===== src/rtl/tpu_pkg.sv =====
// Shared definitions for the A-matrix load path feeding the systolic array.
package tpu_pkg;

    localparam int BITS_AB_DEF = 8;
    localparam int DIM_DEF     = 8;

    // Loader sequencing states
    typedef enum logic [2:0] {
        IDLE  = 3'd0,
        LOAD  = 3'd1,
        WRITE = 3'd2,
        DRAIN = 3'd3,
        DONE  = 3'd4
    } state_t;

    typedef logic signed [BITS_AB_DEF-1:0] a_elem_t;

endpackage


===== src/rtl/mema_row_packer.sv =====
// Packs a row-major element stream into one DIM-wide row register.
// row_full flags the transfer that completes the row (combinational on load).
module mema_row_packer #(
    parameter int BITS_AB = tpu_pkg::BITS_AB_DEF,
    parameter int DIM     = tpu_pkg::DIM_DEF
) (
    input  logic                      clk,
    input  logic                      rst,
    input  logic                      clr,
    input  logic                      load,
    input  logic signed [BITS_AB-1:0] data,
    output logic signed [BITS_AB-1:0] Ain [DIM],
    output logic                      row_full
);

    localparam int CW = (DIM > 1) ? $clog2(DIM) : 1;
    localparam logic [CW-1:0] COL_LAST = CW'(DIM - 1);

    logic [CW-1:0] col;

    assign row_full = load && (col == COL_LAST);

    // Column pointer and row storage; contents persist between writes
    always_ff @(posedge clk) begin
        if (rst) begin
            col <= '0;
            for (int i = 0; i < DIM; i++) begin
                Ain[i] <= '0;
            end
        end else if (clr) begin
            col <= '0;
        end else if (load) begin
            Ain[col] <= data;
            col      <= row_full ? '0 : col + CW'(1);
        end
    end

endmodule


===== src/rtl/mema_loader.sv =====
// A-matrix loader: packs DIM rows of DIM signed elements, writes each row into
// the skew buffer, then holds the shift enable for the drain window and pulses done.
// Optional build macro MEMA_LOADER_PERF_EN adds perf_cycles / stall_cycles counters.
//
// state | meaning
// IDLE  | waiting for start, no handshake
// LOAD  | accepting elements into the row packer
// WRITE | one-cycle row write strobe to the skew buffer
// DRAIN | en held high for DRAIN_CYCLES cycles
// DONE  | one-cycle completion pulse
module mema_loader
    import tpu_pkg::*;
#(
    parameter int BITS_AB      = BITS_AB_DEF,
    parameter int DIM          = DIM_DEF,
    parameter int DRAIN_CYCLES = 3*DIM - 2
) (
    input  logic                      clk,
    input  logic                      rst,
    input  logic                      start,
    input  logic                      in_valid,
    output logic                      in_ready,
    input  logic signed [BITS_AB-1:0] in_data,
    output logic signed [BITS_AB-1:0] Ain [DIM],
    output logic [$clog2(DIM)-1:0]    Arow,
    output logic                      WrEn,
    output logic                      en,
    output logic                      busy,
`ifdef MEMA_LOADER_PERF_EN
    output logic [31:0]               perf_cycles,
    output logic [31:0]               stall_cycles,
`endif
    output logic                      done
);

    localparam int RW = $clog2(DIM);
    localparam int DW = $clog2(DRAIN_CYCLES + 1);
    localparam logic [RW-1:0] ROW_LAST   = RW'(DIM - 1);
    localparam logic [DW-1:0] DRAIN_LAST = DW'(DRAIN_CYCLES - 1);

    state_t          state;
    logic [RW-1:0]   row;
    logic [DW-1:0]   dcnt;
    logic            row_full;
    logic            accept_start;
    logic            xfer;

    assign accept_start = (state == IDLE) && start;
    assign xfer         = in_valid && in_ready;

    assign in_ready = (state == LOAD);
    assign WrEn     = (state == WRITE);
    assign en       = (state == DRAIN);
    assign done     = (state == DONE);
    assign busy     = (state != IDLE);
    assign Arow     = row;

    mema_row_packer #(
        .BITS_AB (BITS_AB),
        .DIM     (DIM)
    ) u_packer (
        .clk      (clk),
        .rst      (rst),
        .clr      (accept_start),
        .load     (xfer),
        .data     (in_data),
        .Ain      (Ain),
        .row_full (row_full)
    );

    // Sequencer: state, row index and drain counter
    always_ff @(posedge clk) begin
        if (rst) begin
            state <= IDLE;
            row   <= '0;
            dcnt  <= '0;
        end else begin
            case (state)
                IDLE: begin
                    if (start) begin
                        state <= LOAD;
                        row   <= '0;
                    end
                end
                LOAD: begin
                    if (row_full) begin
                        state <= WRITE;
                    end
                end
                WRITE: begin
                    if (row == ROW_LAST) begin
                        state <= DRAIN;
                        dcnt  <= '0;
                    end else begin
                        row   <= row + RW'(1);
                        state <= LOAD;
                    end
                end
                DRAIN: begin
                    if (dcnt == DRAIN_LAST) begin
                        state <= DONE;
                    end else begin
                        dcnt <= dcnt + DW'(1);
                    end
                end
                DONE: begin
                    state <= IDLE;
                end
                default: begin
                    state <= IDLE;
                end
            endcase
        end
    end

`ifdef MEMA_LOADER_PERF_EN
    // Busy and stall cycle counters; they stop once the sequence returns to IDLE
    always_ff @(posedge clk) begin
        if (rst || accept_start) begin
            perf_cycles  <= '0;
            stall_cycles <= '0;
        end else if (busy) begin
            perf_cycles <= perf_cycles + 32'd1;
            if ((state == LOAD) && !in_valid) begin
                stall_cycles <= stall_cycles + 32'd1;
            end
        end
    end
`endif

endmodule


===== config.mk =====
export PLATFORM = sky130hd
export DESIGN_NAME = mema_loader
export DESIGN_NICKNAME = d
export VERILOG_FILES = /design/src/rtl/tpu_pkg.sv /design/src/rtl/mema_row_packer.sv /design/src/rtl/mema_loader.sv
export SDC_FILE = /design/constraint.sdc
export NUM_CORES = 1
export LEC_CHECK = 0
export ABC_AREA = 1
export CAP_MARGIN = 20
export CELL_PAD_IN_SITES_DETAIL_PLACEMENT = 0
export CELL_PAD_IN_SITES_GLOBAL_PLACEMENT = 2
export CORE_AREA = 2 2 117 119
export DETAILED_ROUTE_END_ITERATION = 10
export DIE_AREA = 0 0 119 121
export PLACE_DENSITY_LB_ADDON = 0.15
export SLEW_MARGIN = 40
export SYNTH_ARGS = -nofsm -noshare
export SYNTH_HDL_FRONTEND = slang
export SYNTH_SLANG_ARGS = --single-unit
export TNS_END_PERCENT = 10

===== constraint.sdc =====
create_clock -name clk -period 1.3 [get_ports clk]
set_input_delay 0.13 -clock clk [delete_from_list [all_inputs] [get_ports clk]]
set_output_delay 0.13 -clock clk [all_outputs]
set_load 0.05 [all_outputs]

==> results <==
- The worst-path maximum fanout is 3.
- The data required time at the worst endpoint is 1.17 ns.
- The relative slew slack is 0.767.
- After synthesis, the share of flip-flops with an asynchronous set or reset is 0.
- Counting the fill cells in the layout gives 1277.
- The analysis attributes to cell leakage a power of 2.22 nW.
- After detailed routing, the average wire length per cell comes to 12.9 um.
- The multi-input logic area is 1400 um2.
- In this run, synthesis inferred 0 flip-flops with an integrated enable.
- The min-delay analysis places its worst path in the category flop to flop.
- For this run the aggregate overflow at the end of global routing stands at 0.
- The final weighted congestion in routability-driven placement is 0.755.
- For this configuration, the core starts out at a cell density of 0.237.
- The combined flip-flop and latch cell area is 1570 um2.
- The placed instances occupy a cell area of 5100 um2.
- Setup violations remaining at the end of the flow were counted as 4.
- The die is 121 um tall.
- The synthesized netlist contains 23 unique library cells.
- The starting DRC count in detailed routing is 169.
- The largest net degree at the start of global routing is 37.
- STA classifies the critical path startpoint as a flop.
- Following the worst setup path forward leads to its endpoint at WrEn.
- The number of top-level pins is 84.
- The maximum frequency from static timing analysis is 733 MHz.
- The CTS tree is built.
- The core outline area is 13100 um2.
- The checks that failed: setup timing.
- The number of iterations in the first detailed-routing pass is 4.
- In this run the critical register-to-register path is captured at u_packer.Ain[3].
- The length in cells of the worst reg-to-reg path is 7.
- The H-tree was split into 3 levels.
- After legalization and detailed placement, the total HPWL measured 6.65 mm.
- Of the available clock period, the critical path in the final layout requires 1.05.
- The final worst hold slack is 0.497 ns.
- For this run, the register share of the synthesized area comes to 0.504.
- The final routed wirelength across all metal layers is 9.18 mm.
- Measured on the finished design, the core utilization comes to 0.420.
- The number of hold-slack violations in the final timing report is 0.
- The number of standard-cell rows in the floorplan is 42.
- The final design area excluding fillers is 5490 um2.
- No sink is reached through more buffers than the 2 on the longest clock path.
- The number of global-route vias before repair was 2879.
- The die outline width is 119 um.
- The total via count in the routed design is 2972.
- The worst register-to-register path begins at state[2].
- For this run, the leading register cell type out of synthesis is dfxtp_1.
- Clock latency on the worst-skew pair, taken at its later pin, is 0.34 ns.
- The setup skew after layout is 0.00742 ns.
- The initial antenna violation count came to 0.
- In the final layout, the share of cells above drive strength 1 is 0.291.
- The diode insertion count for antenna repair is 0.
- The count of yosys warnings during synthesis is 0.
- The die area is 14400 um2.
- The all-layer global routing usage is 0.132.
- The clock drives 78 sinks.
- The gate count of the mapped netlist is 410.
- The shortest clock period the worst path allows after layout is 1.36 ns.
- The power density over the cells is 1100 nW/um2.
- At the pin with the least slew margin, the transition time is 0.348 ns.
- Using the TritonRoute via totals, the vias-per-cell ratio works out to 4.19.
- Counting every net in the synthesized netlist gives 428.
- For the final routed database, the setup TNS stands at -0.174 ns.
- The count of final max-slew check failures is 0.
- Setup slack on the worst reg-to-reg path comes out at 0.03 ns.
- Setup repair after global routing could not meet its margin everywhere.
- Clock-pin slew was measured on the worst setup and hold paths at 0.06 ns.
- The worst hold path was traced through 2 stages.
- The post-layout net count is 546.
- The count of nets left with antenna violations once routing finished came out at 0.
- The run finished, with violations left.
- The first global-routing pass estimated 14.7 mm of wire.
- The post-synthesis area per instance is 7.55 um2.
- Before CTS, the worst setup slack after placement is -0.333 ns.
- The post-route DRC violation count is 0.
- The type of destination of the critical path is a primary output.
- Relative to the synthesized area, the layout overhead comes to 77.5%.
- The smallest setup slack after layout is -0.0640 ns.
- The clock buffer count from CTS is 9.
- The total of flip-flops plus latches after synthesis is 78.
- The number of max-capacitance violations reported is 0.
- Data arrives at the worst endpoint at 1.23 ns.
- The setup path with the least slack is of type flop to primary output.
- The post-synthesis instance area is 3100 um2.
- The number of I/O port buffers is 83.
- The launching instance or port of the critical path is state[0].
- The tree is rooted in a clkbuf_16.
- The largest voltage drop on the vdd net is 0.498 mV.
Yosys cell counts, types with 2 or more instances:
library cell  count  share of area
nand4_1           4         0.0081
nand2_4           6          0.022
inv_1            23          0.028
a21oi_1          16          0.026
ha_1              6          0.024
nand2_1          35          0.042
nor2_1          136           0.16
nand3_1          19          0.031
nor3_1            2         0.0032
clkbuf_1          7         0.0085
nor2_2            2         0.0040
dfxtp_1          78           0.50
o21ai_0          61          0.099
clkinv_2          6         0.0097
critical path, cell delays in order (launching register included):
cell and delay (ns):
dfxtp_4 0.35, buf_6 0.13, inv_4 0.05, nand2_4 0.05, nor2_4 0.09, buf_6 0.11, buf_12 0.12
layout make-up:
cell class                 count  area share
timing repair buffer         117       0.338
inverter                      30      0.0223
sequential                    78       0.286
tap                          176      0.0401
multi-input combinational    292       0.255
clock buffer                  11      0.0442
clock inverter                 5      0.0150
worst min path at each step:
stage / from / end / slack (ns)
after global placement: u_packer.Ain[2] / u_packer.Ain[2] / 0.50
after CTS: dcnt[2] / state[2] / 0.50
after detailed placement: u_packer.Ain[5] / u_packer.Ain[5] / 0.50
after global routing: u_packer.col[1] / u_packer.col[1] / 0.52
after floorplan: rst / dcnt[1] / 0.20
final: u_packer.col[0] / u_packer.col[0] / 0.50
through the flow:
stage	power, mW	cells
3_5_place_dp	3.31	692
3_3_place_gp	3.31	692
5_1_grt	6.27	709
6_report	6.02	709
4_1_cts	6.10	709
2_1_floorplan	2.89	410
logic make-up (layout without fill, tap and decap cells):
kind of cell               after synthesis  after routing  share of synthesized area
adders and majority gates                6              6                     0.0243
AOI/OAI and AO/OA                       79             79                      0.129
buffers and inverters                   40            163                     0.0590
DFF                                     78             78                      0.504
and+or+nand+nor                        206            206                      0.281
xor gates and xnor gates                 1              1                    0.00283
sequential cells by signal, summed over array words and instances (netlist names):
name          count
u_packer.Ain     64
Arow              3
dcnt              5
state             3
u_packer.col      3
power breakdown:
| group | internal [mW] | leakage (nW) | switching [mW] | total, mW |
|---|---|---|---|---|
| registers | 2.43 | 0.632 | 0.0434 | 2.48 |
| clock network | 1.74 | 0.160 | 1.00 | 2.74 |
| logic | 0.360 | 1.43 | 0.445 | 0.805 |
| total | 4.53 | 2.22 | 1.49 | 6.02 |
per-layer routing:
| metal | up-vias | track usage | routed length [um] |
|---|---|---|---|
| met5 | - | 0 | 0 |
| met4 | 0 | 0.0513 | 164 |
| met2 | 60 | 0.219 | 4350 |
| li1 | 1561 | - | - |
| met3 | 12 | 0.0324 | 350 |
| met1 | 1339 | 0.165 | 4310 |
cells in the final DEF, fill, tap and decap left out, types with 3 or more instances in the layout:
master and instances:
o21ai_1 6, nand2_1 32, nand3_1 18, dfxtp_1 74
a21oi_1 16, inv_1 18, clkinv_2 7, clkbuf_16 9
o21ai_0 55, nor2_1 134, inv_2 5, buf_12 75
clkdlybuf4s50_1 11, nand2_4 7, buf_6 3, ha_1 5
buf_4 28, nand4_1 4, dfxtp_2 3
repair_timing:
action	4_1_cts	5_1_grt
setup endpoints to repair	72	78
setup buffers	1	0
pin swaps	3	1
hold buffers	0	0
hold endpoints to repair	0	0
gates resized for setup	19	12
(Power assumes the default switching activity.)
